## src/rtl/chunk_drawer_if.sv

```systemverilog
`default_nettype none
// ============================================================================
// Module   : chunk_drawer_if
// Brief    : Memory read-port and framebuffer write-port bundle for chunk_drawer.
// Revision : 1.0
// ============================================================================
interface chunk_drawer_if;
    logic       load;
    logic [1:0] cell_in;
    logic [5:0] draw_x_chunk;
    logic [4:0] draw_y_chunk;
    logic       draw_done;
    logic [9:0] x;
    logic [8:0] y;
    logic       pixel_color;
    logic       plot;
    logic       busy;

    modport master (
        input  load, cell_in,
        output draw_x_chunk, draw_y_chunk, draw_done,
        output x, y, pixel_color, plot, busy
    );

    modport slave (
        output load, cell_in,
        input  draw_x_chunk, draw_y_chunk, draw_done,
        input  x, y, pixel_color, plot, busy
    );
endinterface
`default_nettype wire

```

## src/rtl/chunk_drawer.sv

```systemverilog
`default_nettype none
// ============================================================================
// Module   : chunk_drawer
// Brief    : Sweeps the chunk grid row-major and paints each cell as a square.
//            Optional macro DRAW_GRIDLINES_EN blacks out the px==0 / py==0 pixels.
// Revision : 1.0
// ============================================================================
module chunk_drawer #(
    parameter int CHUNK_PIX = 16,
    parameter int GRID_W    = 40,
    parameter int GRID_H    = 30
) (
    input  wire logic      clk,
    input  wire logic      reset,
    chunk_drawer_if.master bus
);
    localparam int PXW = $clog2(CHUNK_PIX);
    localparam logic [PXW-1:0] c_px_last = PXW'(CHUNK_PIX - 1);
    localparam logic [5:0]     c_gx_last = 6'(GRID_W - 1);
    localparam logic [4:0]     c_gy_last = 5'(GRID_H - 1);

    typedef enum logic [1:0] {
        S_IDLE  = 2'd0,
        S_FETCH = 2'd1,
        S_PAINT = 2'd2,
        S_DONE  = 2'd3
    } state_t;

    state_t         state_q, state_d;
    logic [5:0]     chunk_x_q, chunk_x_d;
    logic [4:0]     chunk_y_q, chunk_y_d;
    logic [PXW-1:0] px_q, px_d;
    logic [PXW-1:0] py_q, py_d;
    logic           cell_q, cell_d;

    logic w_in_paint;
    logic w_color;
    logic w_unused_cell_bit;

    always_ff @(posedge clk or posedge reset) begin
        if (reset) begin
            state_q   <= S_IDLE;
            chunk_x_q <= '0;
            chunk_y_q <= '0;
            px_q      <= '0;
            py_q      <= '0;
            cell_q    <= 1'b0;
        end else begin
            state_q   <= state_d;
            chunk_x_q <= chunk_x_d;
            chunk_y_q <= chunk_y_d;
            px_q      <= px_d;
            py_q      <= py_d;
            cell_q    <= cell_d;
        end
    end

    always_comb begin
        state_d   = state_q;
        chunk_x_d = chunk_x_q;
        chunk_y_d = chunk_y_q;
        px_d      = px_q;
        py_d      = py_q;
        cell_d    = cell_q;
        case (state_q)
            S_IDLE: begin
                if (bus.load) begin
                    state_d   = S_FETCH;
                    chunk_x_d = '0;
                    chunk_y_d = '0;
                    px_d      = '0;
                    py_d      = '0;
                end
            end
            S_FETCH: begin
                // The colour is frozen here so memory writes during PAINT cannot leak in.
                cell_d  = bus.cell_in[0];
                px_d    = '0;
                py_d    = '0;
                state_d = S_PAINT;
            end
            S_PAINT: begin
                if (px_q == c_px_last) begin
                    px_d = '0;
                    if (py_q == c_px_last) begin
                        py_d = '0;
                        if (chunk_x_q == c_gx_last && chunk_y_q == c_gy_last) begin
                            state_d = S_DONE;
                        end else if (chunk_x_q == c_gx_last) begin
                            chunk_x_d = '0;
                            chunk_y_d = chunk_y_q + 5'd1;
                            state_d   = S_FETCH;
                        end else begin
                            chunk_x_d = chunk_x_q + 6'd1;
                            state_d   = S_FETCH;
                        end
                    end else begin
                        py_d = py_q + 1'b1;
                    end
                end else begin
                    px_d = px_q + 1'b1;
                end
            end
            S_DONE: begin
                state_d   = S_IDLE;
                chunk_x_d = '0;
                chunk_y_d = '0;
            end
            default: state_d = S_IDLE;
        endcase
    end

    assign w_in_paint = (state_q == S_PAINT);

`ifdef DRAW_GRIDLINES_EN
    assign w_color = cell_q & (px_q != '0) & (py_q != '0);
`else
    assign w_color = cell_q;
`endif

    assign w_unused_cell_bit = bus.cell_in[1];

    assign bus.draw_x_chunk = chunk_x_q;
    assign bus.draw_y_chunk = chunk_y_q;
    assign bus.x            = 10'(chunk_x_q) * 10'(CHUNK_PIX) + 10'(px_q);
    assign bus.y            = 9'(chunk_y_q) * 9'(CHUNK_PIX) + 9'(py_q);
    assign bus.plot         = w_in_paint;
    assign bus.pixel_color  = w_in_paint & w_color;
    assign bus.busy         = (state_q != S_IDLE);
    assign bus.draw_done    = (state_q == S_DONE);

endmodule
`default_nettype wire
```

## src/flat_wrapper.sv

```systemverilog
// flat-port wrapper written by rule: the top's interface ports become plain ports
module chunk_drawer_flat 
#(
    parameter int CHUNK_PIX = 16,
    parameter int GRID_W    = 40,
    parameter int GRID_H    = 30
)
  (clk, reset, bus_load, bus_cell_in, bus_draw_x_chunk, bus_draw_y_chunk, bus_draw_done, bus_x, bus_y, bus_pixel_color, bus_plot, bus_busy);
  chunk_drawer_if bus_i ();
  input  wire logic clk;
  input  wire logic reset;
  input wire logic [$bits(bus_i.load)-1:0] bus_load;
  input wire logic [$bits(bus_i.cell_in)-1:0] bus_cell_in;
  output wire logic [$bits(bus_i.draw_x_chunk)-1:0] bus_draw_x_chunk;
  output wire logic [$bits(bus_i.draw_y_chunk)-1:0] bus_draw_y_chunk;
  output wire logic [$bits(bus_i.draw_done)-1:0] bus_draw_done;
  output wire logic [$bits(bus_i.x)-1:0] bus_x;
  output wire logic [$bits(bus_i.y)-1:0] bus_y;
  output wire logic [$bits(bus_i.pixel_color)-1:0] bus_pixel_color;
  output wire logic [$bits(bus_i.plot)-1:0] bus_plot;
  output wire logic [$bits(bus_i.busy)-1:0] bus_busy;
  assign bus_i.load = bus_load;
  assign bus_i.cell_in = bus_cell_in;
  assign bus_draw_x_chunk = bus_i.draw_x_chunk;
  assign bus_draw_y_chunk = bus_i.draw_y_chunk;
  assign bus_draw_done = bus_i.draw_done;
  assign bus_x = bus_i.x;
  assign bus_y = bus_i.y;
  assign bus_pixel_color = bus_i.pixel_color;
  assign bus_plot = bus_i.plot;
  assign bus_busy = bus_i.busy;
  chunk_drawer #(.CHUNK_PIX(CHUNK_PIX), .GRID_W(GRID_W), .GRID_H(GRID_H)) u_core (.clk(clk), .reset(reset), .bus(bus_i));
endmodule
```

## config.mk

```make
export PLATFORM = sky130hd
export DESIGN_NAME = chunk_drawer_flat
export DESIGN_NICKNAME = d
export VERILOG_FILES = /design/src/rtl/chunk_drawer_if.sv /design/src/rtl/chunk_drawer.sv /design/src/flat_wrapper.sv
export SDC_FILE = /design/constraint.sdc
export NUM_CORES = 1
export LEC_CHECK = 0
export ABC_AREA = 1
export CAP_MARGIN = 20
export CORE_MARGIN = 4
export CORE_UTILIZATION = 45
export CTS_CLUSTER_DIAMETER = 30
export CTS_CLUSTER_SIZE = 14
export DETAILED_ROUTE_END_ITERATION = 16
export PLACE_DENSITY = 0.75
export SYNTH_ARGS = -nofsm -noshare
export SYNTH_HDL_FRONTEND = slang
export SYNTH_SLANG_ARGS = --single-unit
```

## constraint.sdc

```tcl
create_clock -name clk -period 2.1 [get_ports clk]
set_clock_uncertainty 0.2 [all_clocks]
set_input_delay 0.42 -clock clk [delete_from_list [all_inputs] [get_ports clk]]
set_output_delay 0.42 -clock clk [all_outputs]
set_load 0.02 [all_outputs]
```

==> results.tsv, run 1 <==
metric	value	unit
DPL Wire Length	2420	um
die width	63.8	um
vias per cell	5.24	
buffers inserted by post-CTS timing repair	0	
Initial DRT Pass Iterations	4	
total gr overflow	0	
maximum VDD drop	0.245	mV
startpoint types	register	
final worst slack	0.0781	ns
ant diodes	0	
CTS max path bufs	2	
area fraction of the dominant cell type after synthesis	39.4	%
Syn Inst Count	178	
Final Hold Viols	0	
Avg Inst Size Synth	7.86	sq um
first-pass GRT wire length	5590	um
Remaining DRCs	0	
# port buffers	37	
H-tree levels	1	
Crit Path Category	reg -> out	
TritonCTS buffer count	3	
Pins Over Slew Limit	0	
initial DRC count	34	
post-synth top area cell	dfrtp_1	
unrepaired setup endpoints after global routing	no	
Max Cap Viol	0	
CP top delay family	buffers and inverters	
data required time at the worst endpoint	1.48	ns
Routed WL	3090	um
Cell Chain, Critical Path	clkdlybuf4s50_1	
Num Clock Sinks	22	
Crit path largest cell delay	0.64	ns
Final Util	62.5	%
fraction of layout cells with a size suffix above 1	16.6	%
area post-placement	1750	sq um
Finished Cell Area	1780	sq um
Synthesis Warnings	0	
largest net degree at the start of global routing	23	
top cells by area, synth	dfrtp_1 (39%), nand2_1 (13%), buf_4 (5.9%), nand3_1 (5.4%), nor2_1 (4.8%)	
TNS Setup	0	ns
pwr/cell area	358	nW/um^2
Ports	39	
fmax	495	MHz
leakage power	0.902	nW
Synth Cell Area	1400	sq um
Yosys reg bits	22	
Fillers	264	
slew margin rel.	81.4	%
setup violators final	0	
sequential area share after synthesis	39.4	%
CP arrival	1.40	ns
CP max FO	5	
Row Count	19	
Worst-Margin Slew	0.277	ns
Final Wtd Congestion	0.801	
vias in the first global route	1291	
P&R area growth vs syn	27.5	%
Die Area	4060	sq um
CTS tree	done	
number of distinct library cells after synthesis	29	
outcome	finished, final reports clean	
syn_nets	188	
min-delay worst type	in -> async	
post-route ant nets	0	
All-Layer GR Usage	16.7	%
Vias	1268	
post-place setup slack	0.126	ns
Initial Util	49.0	%
Placeable Area	2850	sq um
crit path buf inv count	1	
placed insts	239	
Tcrit/Tclk final	96.3	%
WL per Instance	12.7	um
initial antenna violation count	0	
Chip Height	63.8	um
slowest cell on the critical path	clkdlybuf4s50_1	
Final #Nets	223	
Layout Cells excl Fill	242	
Clk Latency, worst-skew pair	0.30	ns
crit end category	output port	
clk slew on worst S/H paths	0.12	ns
Tmin final	2.02	ns
clk root buf	clkbuf_4	
==> cells in the final DEF (no fill, tap or decap), drive strengths merged <==
master         count
inv               18
or2                2
dlymetal6s2s       2
nor2              23
clkdlybuf4s50     31
buf                6
dfrtp             22
clkdlybuf4s15      1
clkbuf             3
nor3               1
nand2             53
nand3             15
a21oi              1
nand4              7
dlygate4sd2        3
a22o               1
o21a               1
o21bai             2
nand3b             1
xnor2              1
ha                 5
o21ai             10
xor2               1
a22oi              1
==> report_power, final <==
group          switching, mW  total [mW]  internal, mW
Sequential          0.000221       0.425         0.424
Combinational         0.0116      0.0198       0.00823
Clock                  0.127       0.194        0.0670
==> per-layer routing <==
| layer | up-vias | GRT usage (%) | wire length [um] |
|---|---|---|---|
| met4 | 0 | 6.74 | 60 |
| met2 | 28 | 31.4 | 1590 |
| li1 | 626 | - | - |
| met3 | 7 | 2.63 | 116 |
| met1 | 607 | 18.7 | 1320 |
| met5 | - | 0 | 0 |
==> state kept, by name (all words and copies together), names as in the netlist <==
signal,flops
u_core.py_q,4
u_core.bus.draw_y_chunk,5
u_core.state_q,2
u_core.cell_q,1
u_core.bus.draw_x_chunk,6
u_core.px_q,4
==> worst reg2reg max path, cell delays in order, from the launching register on <==
cell and delay (ns):
dfrtp_1 0.42, inv_2 0.10, nor2_4 0.04, buf_4 0.17, buf_4 0.17, nand2_2 0.11
nand2_4 0.09, nor2_8 0.16, nand2_2 0.20, nand2_1 0.12, o21ai_2 0.05
==> cells by family (layout without fill, tap and decap cells) <==
logic type | Yosys count | in the layout | share of synthesized area [%]
AND/OR/NAND/NOR | 102 | 102 | 35.0
AO/OA/AOI/OAI | 16 | 16 | 8.05
adder cells (fa/ha/maj) | 5 | 5 | 4.47
buffers and inverters | 31 | 64 | 11.9
flip-flops | 22 | 22 | 39.4
XOR/XNOR | 2 | 2 | 1.25
==> stage by stage <==
step                      power [mW]  hold WS (ns)
after detailed placement       0.454         0.342
after global routing           0.669         0.255
after global placement         0.454         0.328
after floorplan                0.442         0.209
after CTS                      0.645         0.253
final                          0.638         0.239
==> area by class of cell <==
class                      instances  area [sq um]  share of cell area (%)
sequential                        22           557                    31.2
tap                               31          38.8                    2.17
clock buffer                       3          22.5                    1.26
multi-input combinational        125           682                    38.2
timing repair buffer              43           417                    23.4
inverter                          18          67.6                    3.79
==> Yosys cell counts <==
cell / instances
buf_2: 1
nor2_4: 2
nor2_8: 1
inv_2: 3
o21ai_0: 5
nor2_2: 2
a22oi_1: 1
buf_4: 11
or2_1: 1
inv_1: 15
nand3b_2: 1
o21ai_2: 5
nor3_1: 1
a22o_1: 1
xnor2_1: 1
ha_1: 5
or2_2: 1
nand2_2: 5
nand4_1: 7
nand2_1: 47
buf_6: 1
o21bai_1: 2
a21oi_1: 1
dfrtp_1: 22
nand2_4: 1
nor2_1: 18
xor2_1: 1
nand3_1: 15
o21a_1: 1
==> worst paths after layout <==
| path | to | cells past startpoint | slack, ns | start |
|---|---|---|---|---|
| setup / recovery | bus_x[2] | 1 | 0.08 | u_core.px_q[2] |
| hold / removal | u_core.bus.draw_x_chunk[2] | 3 | 0.24 | reset |
| setup reg to reg | u_core.bus.draw_x_chunk[1] | 10 | 0.19 | u_core.state_q[1] |
| hold reg to reg | u_core.state_q[0] | 1 | 0.32 | u_core.state_q[0] |
| max in group asynchronous | u_core.bus.draw_x_chunk[4] | 3 | 1.22 | reset |
| min in group clk | u_core.state_q[0] | 1 | 0.32 | u_core.state_q[0] |
==> timing repair <==
item,in CTS,in global routing
resized for setup,5,7
hold buffers,0,0
pin swaps,0,0
setup endpoints to repair,4,9
endpoints found under the hold margin,0,0
(Power assumes the default switching activity.)
==> run 2, diff against run 1 <==
--- a/config.mk
+++ b/config.mk
@@ -13,6 +13,7 @@
 export CTS_CLUSTER_SIZE = 14
 export DETAILED_ROUTE_END_ITERATION = 16
 export PLACE_DENSITY = 0.75
+export SLEW_MARGIN = 25
 export SYNTH_ARGS = -nofsm -noshare
 export SYNTH_HDL_FRONTEND = slang
 export SYNTH_SLANG_ARGS = --single-unit
==> results of run 2 <==
Final layout, timing and power as in run 1 (identical DEF).
